$ cat src/rtl/uart_pkg.sv
// Shared definitions for the UART receiver: FSM state encoding, oversampling
// factor and the baud-select lookup used to size the sample-tick divider.
package uart_pkg;

   typedef enum logic [2:0] {
      IDLE   = 3'b000,
      START  = 3'b001,
      DATA   = 3'b010,
      PARITY = 3'b011,
      STOP   = 3'b100
   } rxState_e;

   localparam int unsigned OVERSAMPLE = 16;

   function automatic int unsigned baudRate(input logic [2:0] code);
      case (code)
         3'd0:    return 300;
         3'd1:    return 1200;
         3'd2:    return 4800;
         3'd3:    return 9600;
         3'd4:    return 19200;
         3'd5:    return 38400;
         3'd6:    return 57600;
         default: return 115200;
      endcase
   endfunction

   // Clocks per oversample tick, rounded to nearest.
   function automatic int unsigned tickDivisor(input int unsigned clkFreq,
                                               input logic [2:0] code);
      int unsigned den;
      den = OVERSAMPLE * baudRate(code);
      return (clkFreq + den / 2) / den;
   endfunction

endpackage

$ cat src/rtl/rx_sample_tick.sv
// Oversample tick generator: one-clk pulse every round(CLK_FREQ/(16*baud))
// clocks; any change of baud_select restarts the count from zero.
module rx_sample_tick
   import uart_pkg::*;
#(
   parameter int unsigned CLK_FREQ = 50_000_000
) (
   input  logic       clk,
   input  logic       reset,
   input  logic [2:0] baud_select,
   output logic       tick
);

   localparam int unsigned MAX_DIV = tickDivisor(CLK_FREQ, 3'd0);
   localparam int unsigned DIV_W   = $clog2(MAX_DIV + 1);

   logic [DIV_W-1:0] divCnt_q, divCnt_d;
   logic [DIV_W-1:0] lastCnt;
   logic [2:0]       sel_q;
   logic             selChanged;

   // The loop only picks between constant divisors; no divider is built.
   always_comb begin
      lastCnt = '0;
      for (int i = 0; i < 8; i++) begin
         if (baud_select == 3'(i)) begin
            lastCnt = DIV_W'(tickDivisor(CLK_FREQ, 3'(i)) - 1);
         end
      end
   end

   assign selChanged = (baud_select != sel_q);
   assign tick       = !selChanged && (divCnt_q == lastCnt);

   always_comb begin
      divCnt_d = divCnt_q + 1'b1;
      if (selChanged || (divCnt_q >= lastCnt)) begin
         divCnt_d = '0;
      end
   end

   always_ff @(posedge clk) begin
      if (!reset) begin
         divCnt_q <= '0;
         sel_q    <= baud_select;
      end else begin
         divCnt_q <= divCnt_d;
         sel_q    <= baud_select;
      end
   end

endmodule

$ cat src/rtl/receiver_uart.sv
// 16x oversampling UART receiver: 8 data bits LSB first, even parity, one
// stop bit; each bit is a 2-of-3 majority vote taken at mid-bit.
module receiver_uart
   import uart_pkg::*;
#(
   parameter int unsigned CLK_FREQ = 50_000_000
) (
   input  logic       clk,
   input  logic       reset,
   input  logic       RxD,
   input  logic [2:0] baud_select,
   input  logic       RX_EN,
   output logic [7:0] Rx_DATA,
   output logic       Rx_VALID,
   output logic       Rx_PERROR,
   output logic       Rx_FERROR
);

   logic       sync1_q, sync2_q, rxs;
   logic       tick;
   rxState_e   state_q, state_d;
   logic [3:0] cnt_q, cnt_d;
   logic [2:0] idx_q, idx_d;
   logic [7:0] shreg_q, shreg_d;
   logic       parity_q, parity_d;
   logic       s7_q, s7_d, s8_q, s8_d;
   logic [7:0] data_q, data_d;
   logic       valid_q, valid_d;
   logic       perr_q, perr_d;
   logic       ferr_q, ferr_d;
   logic       vote;

   rx_sample_tick #(.CLK_FREQ(CLK_FREQ)) u_tick (
      .clk         (clk),
      .reset       (reset),
      .baud_select (baud_select),
      .tick        (tick)
   );

   always_ff @(posedge clk) begin
      if (!reset) begin
         sync1_q <= 1'b1;
         sync2_q <= 1'b1;
      end else begin
         sync1_q <= RxD;
         sync2_q <= sync1_q;
      end
   end

   assign rxs  = sync2_q;
   assign vote = (s7_q & s8_q) | (s7_q & rxs) | (s8_q & rxs);

   always_comb begin
      state_d  = state_q;
      cnt_d    = cnt_q;
      idx_d    = idx_q;
      shreg_d  = shreg_q;
      parity_d = parity_q;
      s7_d     = s7_q;
      s8_d     = s8_q;
      data_d   = data_q;
      valid_d  = 1'b0;
      perr_d   = perr_q;
      ferr_d   = ferr_q;
      if (!RX_EN) begin
         state_d = IDLE;
         cnt_d   = '0;
      end else if (tick) begin
         if (state_q != IDLE) begin
            cnt_d = cnt_q + 4'd1;
         end
         if (cnt_q == 4'd7) s7_d = rxs;
         if (cnt_q == 4'd8) s8_d = rxs;
         // Decisions fall on cnt 9; phase transitions on cnt 15.
         case (state_q)
            IDLE: begin
               if (!rxs) begin
                  state_d = START;
                  cnt_d   = '0;
               end
            end
            START: begin
               if (cnt_q == 4'd9) begin
                  if (vote) begin
                     state_d = IDLE;
                     cnt_d   = '0;
                  end else begin
                     perr_d = 1'b0;
                     ferr_d = 1'b0;
                  end
               end else if (cnt_q == 4'd15) begin
                  state_d = DATA;
                  idx_d   = '0;
               end
            end
            DATA: begin
               if (cnt_q == 4'd9) begin
                  shreg_d[idx_q] = vote;
               end else if (cnt_q == 4'd15) begin
                  if (idx_q == 3'd7) state_d = PARITY;
                  else               idx_d   = idx_q + 3'd1;
               end
            end
            PARITY: begin
               if (cnt_q == 4'd9)       parity_d = vote;
               else if (cnt_q == 4'd15) state_d  = STOP;
            end
            STOP: begin
               if (cnt_q == 4'd9) begin
                  state_d = IDLE;
                  cnt_d   = '0;
                  ferr_d  = !vote;
                  perr_d  = (parity_q != ^shreg_q);
                  if (vote && (parity_q == ^shreg_q)) begin
                     data_d  = shreg_q;
                     valid_d = 1'b1;
                  end
               end
            end
            default: begin
               state_d = IDLE;
               cnt_d   = '0;
            end
         endcase
      end
   end

   always_ff @(posedge clk) begin
      if (!reset) begin
         state_q  <= IDLE;
         cnt_q    <= '0;
         idx_q    <= '0;
         shreg_q  <= '0;
         parity_q <= 1'b0;
         s7_q     <= 1'b1;
         s8_q     <= 1'b1;
         data_q   <= 8'h00;
         valid_q  <= 1'b0;
         perr_q   <= 1'b0;
         ferr_q   <= 1'b0;
      end else begin
         state_q  <= state_d;
         cnt_q    <= cnt_d;
         idx_q    <= idx_d;
         shreg_q  <= shreg_d;
         parity_q <= parity_d;
         s7_q     <= s7_d;
         s8_q     <= s8_d;
         data_q   <= data_d;
         valid_q  <= valid_d;
         perr_q   <= perr_d;
         ferr_q   <= ferr_d;
      end
   end

   assign Rx_DATA   = data_q;
   assign Rx_VALID  = valid_q;
   assign Rx_PERROR = perr_q;
   assign Rx_FERROR = ferr_q;

endmodule

$ cat config.mk
export PLATFORM = sky130hd
export DESIGN_NAME = receiver_uart
export DESIGN_NICKNAME = d
export VERILOG_FILES = /design/src/rtl/uart_pkg.sv /design/src/rtl/rx_sample_tick.sv /design/src/rtl/receiver_uart.sv
export SDC_FILE = /design/constraint.sdc
export NUM_CORES = 1
export LEC_CHECK = 0
export ABC_AREA = 0
export CAP_MARGIN = 20
export CELL_PAD_IN_SITES_DETAIL_PLACEMENT = 1
export CELL_PAD_IN_SITES_GLOBAL_PLACEMENT = 2
export CORE_MARGIN = 5
export CORE_UTILIZATION = 37
export DETAILED_ROUTE_END_ITERATION = 12
export GPL_TIMING_DRIVEN = 0
export PLACE_DENSITY = 0.87
export SYNTH_ARGS = -nofsm -noshare
export SYNTH_HDL_FRONTEND = slang
export SYNTH_HIERARCHICAL = 1
export SYNTH_SLANG_ARGS = --single-unit
export TNS_END_PERCENT = 1
$ cat constraint.sdc
create_clock -name clk -period 4 [get_ports clk]
set_input_delay 1 -clock clk [delete_from_list [all_inputs] [get_ports clk]]
set_output_delay 1 -clock clk [all_outputs]
set_load 0.02 [all_outputs]
## Word-level counts from Yosys, hierarchy flattened

Index checks and enable logic that the tools add are counted.

- $add $sub $neg: 19
- Multiply operators: 0
- Divide/modulo/power cells: 8
- Order comparisons: 3
- Equal/unequal tests: 34
- Shifts and indexed selects: 0
- Mux-type cells: 49
- Bitwise gates (word level): 6
- Reductions and logical operators: 24

Operators with widths:

| kind | count |
|---|---|
| $add A26 B31 Y32 const A | 8 |
| $div A32 B32 Y32 | 8 |
| $mux W28 | 8 |
| $mux W14 | 8 |
| $sub A14 B1 Y14 const B | 8 |
| $mux W3 | 15 |
| $ne A2 B2 Y1 const B | 12 |
| $mux W4 | 5 |
| $eq A3 B3 Y1 const B | 6 |
| $pmux W4 S4 | 1 |
| $pmux W3 S5 | 1 |
| $add A14 B1 Y14 const B | 1 |
| $eq A14 B14 Y1 | 1 |
| $ge A14 B14 Y1 | 1 |
| $eq A3 B2 Y1 const B | 4 |
| $eq A4 B4 Y1 const B | 3 |
| $reduce_and A10 Y1 | 1 |
| $reduce_and A5 Y1 | 2 |
| $bwmux W8 | 1 |
| $reduce_and A4 Y1 | 2 |
| $reduce_and A8 Y1 | 1 |
| $reduce_xor A8 Y1 | 1 |
| $eq A3 B1 Y1 const B | 2 |
| $logic_not A3 Y1 | 2 |
| 25 further kinds | 41 |

- Flip-flop bits (word level): 51
- Bits in latches: 0
- Bits in writable memories: 0
- ROM bits: 0
- Input port bits: 7
- Output and inout bits: 11
- Logic and storage cells: 158
- Memories: 0

## Logic depth before layout (Yosys ltp)

- Depth after elaboration: 16
- Depth in mapped cells: 14
- Mapped depth without buffers: 12

## By module

The synthesis kept the hierarchy.

By module, submodules not included:

| module | times used | cells each | area an instance (µm²) | sequential area each (µm²) |
|---|---|---|---|---|
| receiver_uart | 1 | 211 | 1846.8 | 680.7 |
| rx_sample_tick | 1 | 133 | 1247.4 | 340.3 |

## Worst setup path after synthesis

Ideal clock, no wire load.

- Kind: input-to-reg
- From: input port baud_select[1]
- To: register data_q[0], in the netlist Rx_DATA[0]
- Setup time: 70 ps
- Arrival time: 3686 ps
- Data required time: 3930 ps
- Slack: 244 ps
- Cell stages on the path: 13
- Path through: clkbuf_1 or3_1 and2_1 ha_1 and4_1 nand4_2 nor2b_1 nand2_1 nor3_2 and2_1 buf_2 nand3_1 a21oi_1

- Longest elaborated chain between the ends: 12
- Elaborated cells on any way between the ends: 21
- Those cells by class: 9 x eq/ne; 8 x mux; 4 x reduce/logical

Ends and longest elaborated chain:

| what | RTL line | RTL |
|---|---|---|
| start: declaration | receiver_uart.sv:11 | `input logic [2:0] baud_select,` |
| $logic_not A3 Y1 | rx_sample_tick.sv:26 | `if (baud_select == 3'(i)) begin` |
| $mux W14 (8 in a row) | rx_sample_tick.sv:26 |  |
| $eq A14 B14 Y1 | rx_sample_tick.sv:33 | `assign tick = !selChanged && (divCnt_q == lastCnt);` |
| $logic_and A1 B1 Y1 * | rx_sample_tick.sv:33 |  |
| via tick | receiver_uart.sv:20 | `logic tick;` |
| $reduce_and A5 Y1 (no source line) * | n/a |  |
| end signal: assignment | receiver_uart.sv:149 | `data_q <= data_d;` |
| end: declaration | receiver_uart.sv:27 | `logic [7:0] data_q, data_d;` |

Mark *: on every way through the listed nets, which the timed path passes. The rest lies on a longest branch.
A chain may end at the register's enable or synchronous reset.

## Worst setup path in the final report

- From: input port baud_select[1]
- To: register shreg_q[5]

- Longest elaborated chain between the ends: 12
- Elaborated cells on any way between the ends: 21
- Those cells by class: 9 x eq/ne; 8 x mux; 4 x reduce/logical

Ends and longest elaborated chain:

| what | RTL line | RTL |
|---|---|---|
| $logic_not A3 Y1 | rx_sample_tick.sv:26 |  |
| $mux W14 (8 in a row) | rx_sample_tick.sv:26 |  |
| $eq A14 B14 Y1 | rx_sample_tick.sv:33 |  |
| $logic_and A1 B1 Y1 * | rx_sample_tick.sv:33 |  |
| via tick | receiver_uart.sv:20 |  |
| $reduce_and A4 Y1 (no source line) * | n/a |  |
| end signal: assignment | receiver_uart.sv:145 | `shreg_q <= shreg_d;` |
| end: declaration | receiver_uart.sv:24 | `logic [7:0] shreg_q, shreg_d;` |

Marks and branches as above.

==> results.json <==
{
  "seq_area_mm2": 0.00102,
  "drv_cap": 0,
  "netlist.area_leader.share_pct": 33.0,
  "ys_seq_area_share_pct": 33.0,
  "synthFlopType": "dfxtp_1",
  "core_mm2": 0.00818,
  "via_count": 2517,
  "layout_setup_ws_ns": 0.184,
  "slowest_delay_ns": 0.45,
  "top_level_ports": 18,
  "worstPathCellList": "clkdlybuf4s50_1 -> buf_2 -> or3_1 -> and2_1 -> ha_1 -> and4_1 -> nand4_2 -> nor2b_4 -> and2_1 -> nand4_2 -> nor3b_2 -> mux2i_1 -> nor2_1",
  "slowest_stage": "clkdlybuf4s50_1",
  "drtAntennaViolNets": 0,
  "total_power_mw": 0.965,
  "area_delta_synth_final_pct": 15.2,
  "ys_seq_elements": 51,
  "slew_headroom_pct": 66.3,
  "hold_violations": 0,
  "insertion_delay_ns": 0.32,
  "p_sw_share_pct": 23.0,
  "htree_num_levels": 2,
  "worstMarginPinSlew_ns": 0.505,
  "critPathMaxFanout": 10,
  "async_reset_ff_share_pct": 0,
  "synth_most_common_cell": "dfxtp_1",
  "dpl_worst_slack_ns": -1.02,
  "antenna_found_initial": 0,
  "clockBufferDepth": 2,
  "route.detailed.drc": 0,
  "maxSlewViolCount": 0,
  "die_h_um": 101,
  "globalplace.congestion": 0.774,
  "worstSetupStartpointType": "primary input",
  "root_buffer": "clkbuf_8",
  "hp-class": "flip-flop to flip-flop",
  "fmax_mhz": 262,
  "clock_power_share_pct": 40.4,
  "grt_pass1_vias": 2672,
  "synthTopCellsByCount": "51 x dfxtp_1, 29 x nand2_1, 24 x nand3_1, 24 x nor2_1",
  "fill_cells": 976,
  "first_pass_iters": 4,
  "p_per_area_mw_per_mm2": 271,
  "grt_pass1_wl_um": 12600,
  "rsz0062_at_grt": "yes",
  "comb_power_share_pct": 6.5,
  "grt_overflow": 0,
  "endpoint_kind": "flip-flop",
  "crit_type": "primary input to flip-flop",
  "internal-power_mw": 0.743,
  "routedWlPerCell_um": 15.2,
  "synth_edf_count": 0,
  "synth_top_area_cell": "dfxtp_1",
  "drt_iter0_markers": 33,
  "grt_max_degree": 17,
  "routed_via_density": 5.29,
  "cts.sinks": 51,
  "clk_pin_slew_ns": 0.09,
  "nNetsFinal": 395,
  "ir_drop_mv": 0.128,
  "yosys_warnings": 6,
  "p_sw_mw": 0.222,
  "rows": 33,
  "port_buffers": 17,
  "gr-usage-all-layers_pct": 15.1,
  "dieWidth_um": 101,
  "ys_types": 62,
  "start_util_pct": 37.8,
  "syn_inst": 344,
  "dp_hpwl_um": 5570,
  "cts_tree": "built",
  "multiInputGateArea_mm2": 0.00198,
  "p_seq_share_pct": 53.1,
  "routed_wl_um": 7240,
  "synth.avg_cell_area_um2": 8.99,
  "outcome": "finished, final reports clean",
  "drive_gt1_share_pct": 15.1,
  "p_leak_nw": 1.25,
  "finClkSkew_ns": 0.0186,
  "required_ns": 4.19,
  "dieArea_mm2": 0.0103,
  "arrival_ns": 4.01,
  "cts_buffers": 5,
  "fin_setup_tns_ns": 0,
  "min_period_over_period_pct": 95.4,
  "syn_area_mm2": 0.00309,
  "yosys-top-cells-area": "dfxtp_1 33%, ha_1 7.3%, mux2i_1 4.2%",
  "setup_viol": 0,
  "diodes": 0,
  "fin_crit_ns": 3.82,
  "synth_fp_nets": 369
}
[area by class of cell]
type | instances | share of cell area (%)
tap | 105 | 3.69
clock buffer | 6 | 2.32
buffer | 18 | 2.63
multi-input combinational | 266 | 55.5
inverter | 9 | 0.948
clock inverter | 2 | 1.09
sequential | 51 | 28.7
timing repair buffer | 19 | 5.20
[stage by stage]
step,cells,utilization [%],area (um2),hold WS (ns)
2_1_floorplan,344,-,3090,0.386
3_3_place_gp,466,41.5,3400,0.395
3_5_place_dp,466,41.5,3400,0.398
4_1_cts,475,43.3,3540,0.410
5_1_grt,476,43.6,3560,0.448
6_report,476,43.6,3560,0.408
[flip-flops by register name, indices dropped and copies added, names as in the netlist, 3 cells and up]
name / cells
idx_q: 3
shreg_q: 8
cnt_q: 4
u_tick/sel_q: 3
Rx_DATA: 8
state_q: 3
u_tick/divCnt_q: 14
[what timing repair did]
action	4_1_cts	5_1_grt
gates cloned	0	0
pin swaps	0	2
setup buffers	1	1
gates resized for setup	5	5
hold buffers	0	0
setup endpoints to repair	27	19
[cells by family (layout without fill, tap and decap cells)]
| family | count (synthesis) | count (layout) | synth area share (%) |
|---|---|---|---|
| simple gates | 153 | 153 | 30.4 |
| compound gates | 55 | 55 | 11.8 |
| flops | 51 | 51 | 33.0 |
| buf+inv | 27 | 54 | 4.04 |
| xor+xnor | 26 | 26 | 8.94 |
| fa+ha+maj | 19 | 19 | 7.60 |
| mux | 13 | 13 | 4.21 |
[per-layer routing]
layer / GRT usage, % / vias to the layer above / part of all wire (%)
met5: 0 / - / 0
met3: 2.27 / 5 / 1.3
met2: 26.9 / 14 / 52
met4: 4.81 / 0 / 1.4
li1: - / 1283 / -
met1: 18.6 / 1215 / 46
[layout by cell type (no fill, tap or decap), drive strengths merged, types with 4 or more instances in the layout]
| cell | netlist | routed |
|---|---|---|
| nor3b | 4 | 4 |
| o21ai | 17 | 17 |
| inv | 9 | 10 |
| nor2b | 4 | 4 |
| xor2 | 12 | 12 |
| a21oi | 19 | 19 |
| clkbuf | 10 | 16 |
| nand3 | 25 | 25 |
| nor4 | 15 | 15 |
| nand4 | 7 | 7 |
| nand2 | 29 | 29 |
| and2 | 5 | 5 |
| nor2 | 24 | 24 |
| clkdlybuf4s50 | 0 | 17 |
| a31oi | 4 | 4 |
| xnor2 | 13 | 13 |
| mux2i | 13 | 13 |
| buf | 8 | 10 |
| nand3b | 4 | 4 |
| ha | 18 | 18 |
| dfxtp | 51 | 51 |
| nor3 | 10 | 10 |
| nand2b | 13 | 13 |
[final timing paths]
| path | slack, ns | from | end | cells past startpoint |
|---|---|---|---|---|
| hold reg to reg | 0.41 | sync1_q | rxs | 1 |
| hold / removal | 0.41 | sync1_q | rxs | 1 |
| setup / recovery | 0.18 | baud_select[1] | shreg_q[5] | 13 |
| setup reg to reg | 1.66 | u_tick/divCnt_q[5] | shreg_q[5] | 9 |
[worst max-delay path, delay by kind of cell]
family | cells | cell delay (ns)
adders and majority gates | 1 | 0.29
buffers and inverters | 2 | 0.66
muxes | 1 | 0.21
and+or+nand+nor | 9 | 1.85
[power groups by stage]
stage / Sequential, mW / Clock, mW / Combinational, mW
2_1_floorplan: 0.524 / 0 / 0.0427
3_3_place_gp: 0.525 / 0 / 0.0598
3_5_place_dp: 0.525 / 0 / 0.0628
4_1_cts: 0.513 / 0.402 / 0.0639
5_1_grt: 0.513 / 0.418 / 0.0703
6_report: 0.513 / 0.390 / 0.0625
Note: power is estimated with default switching activity, not from simulation.
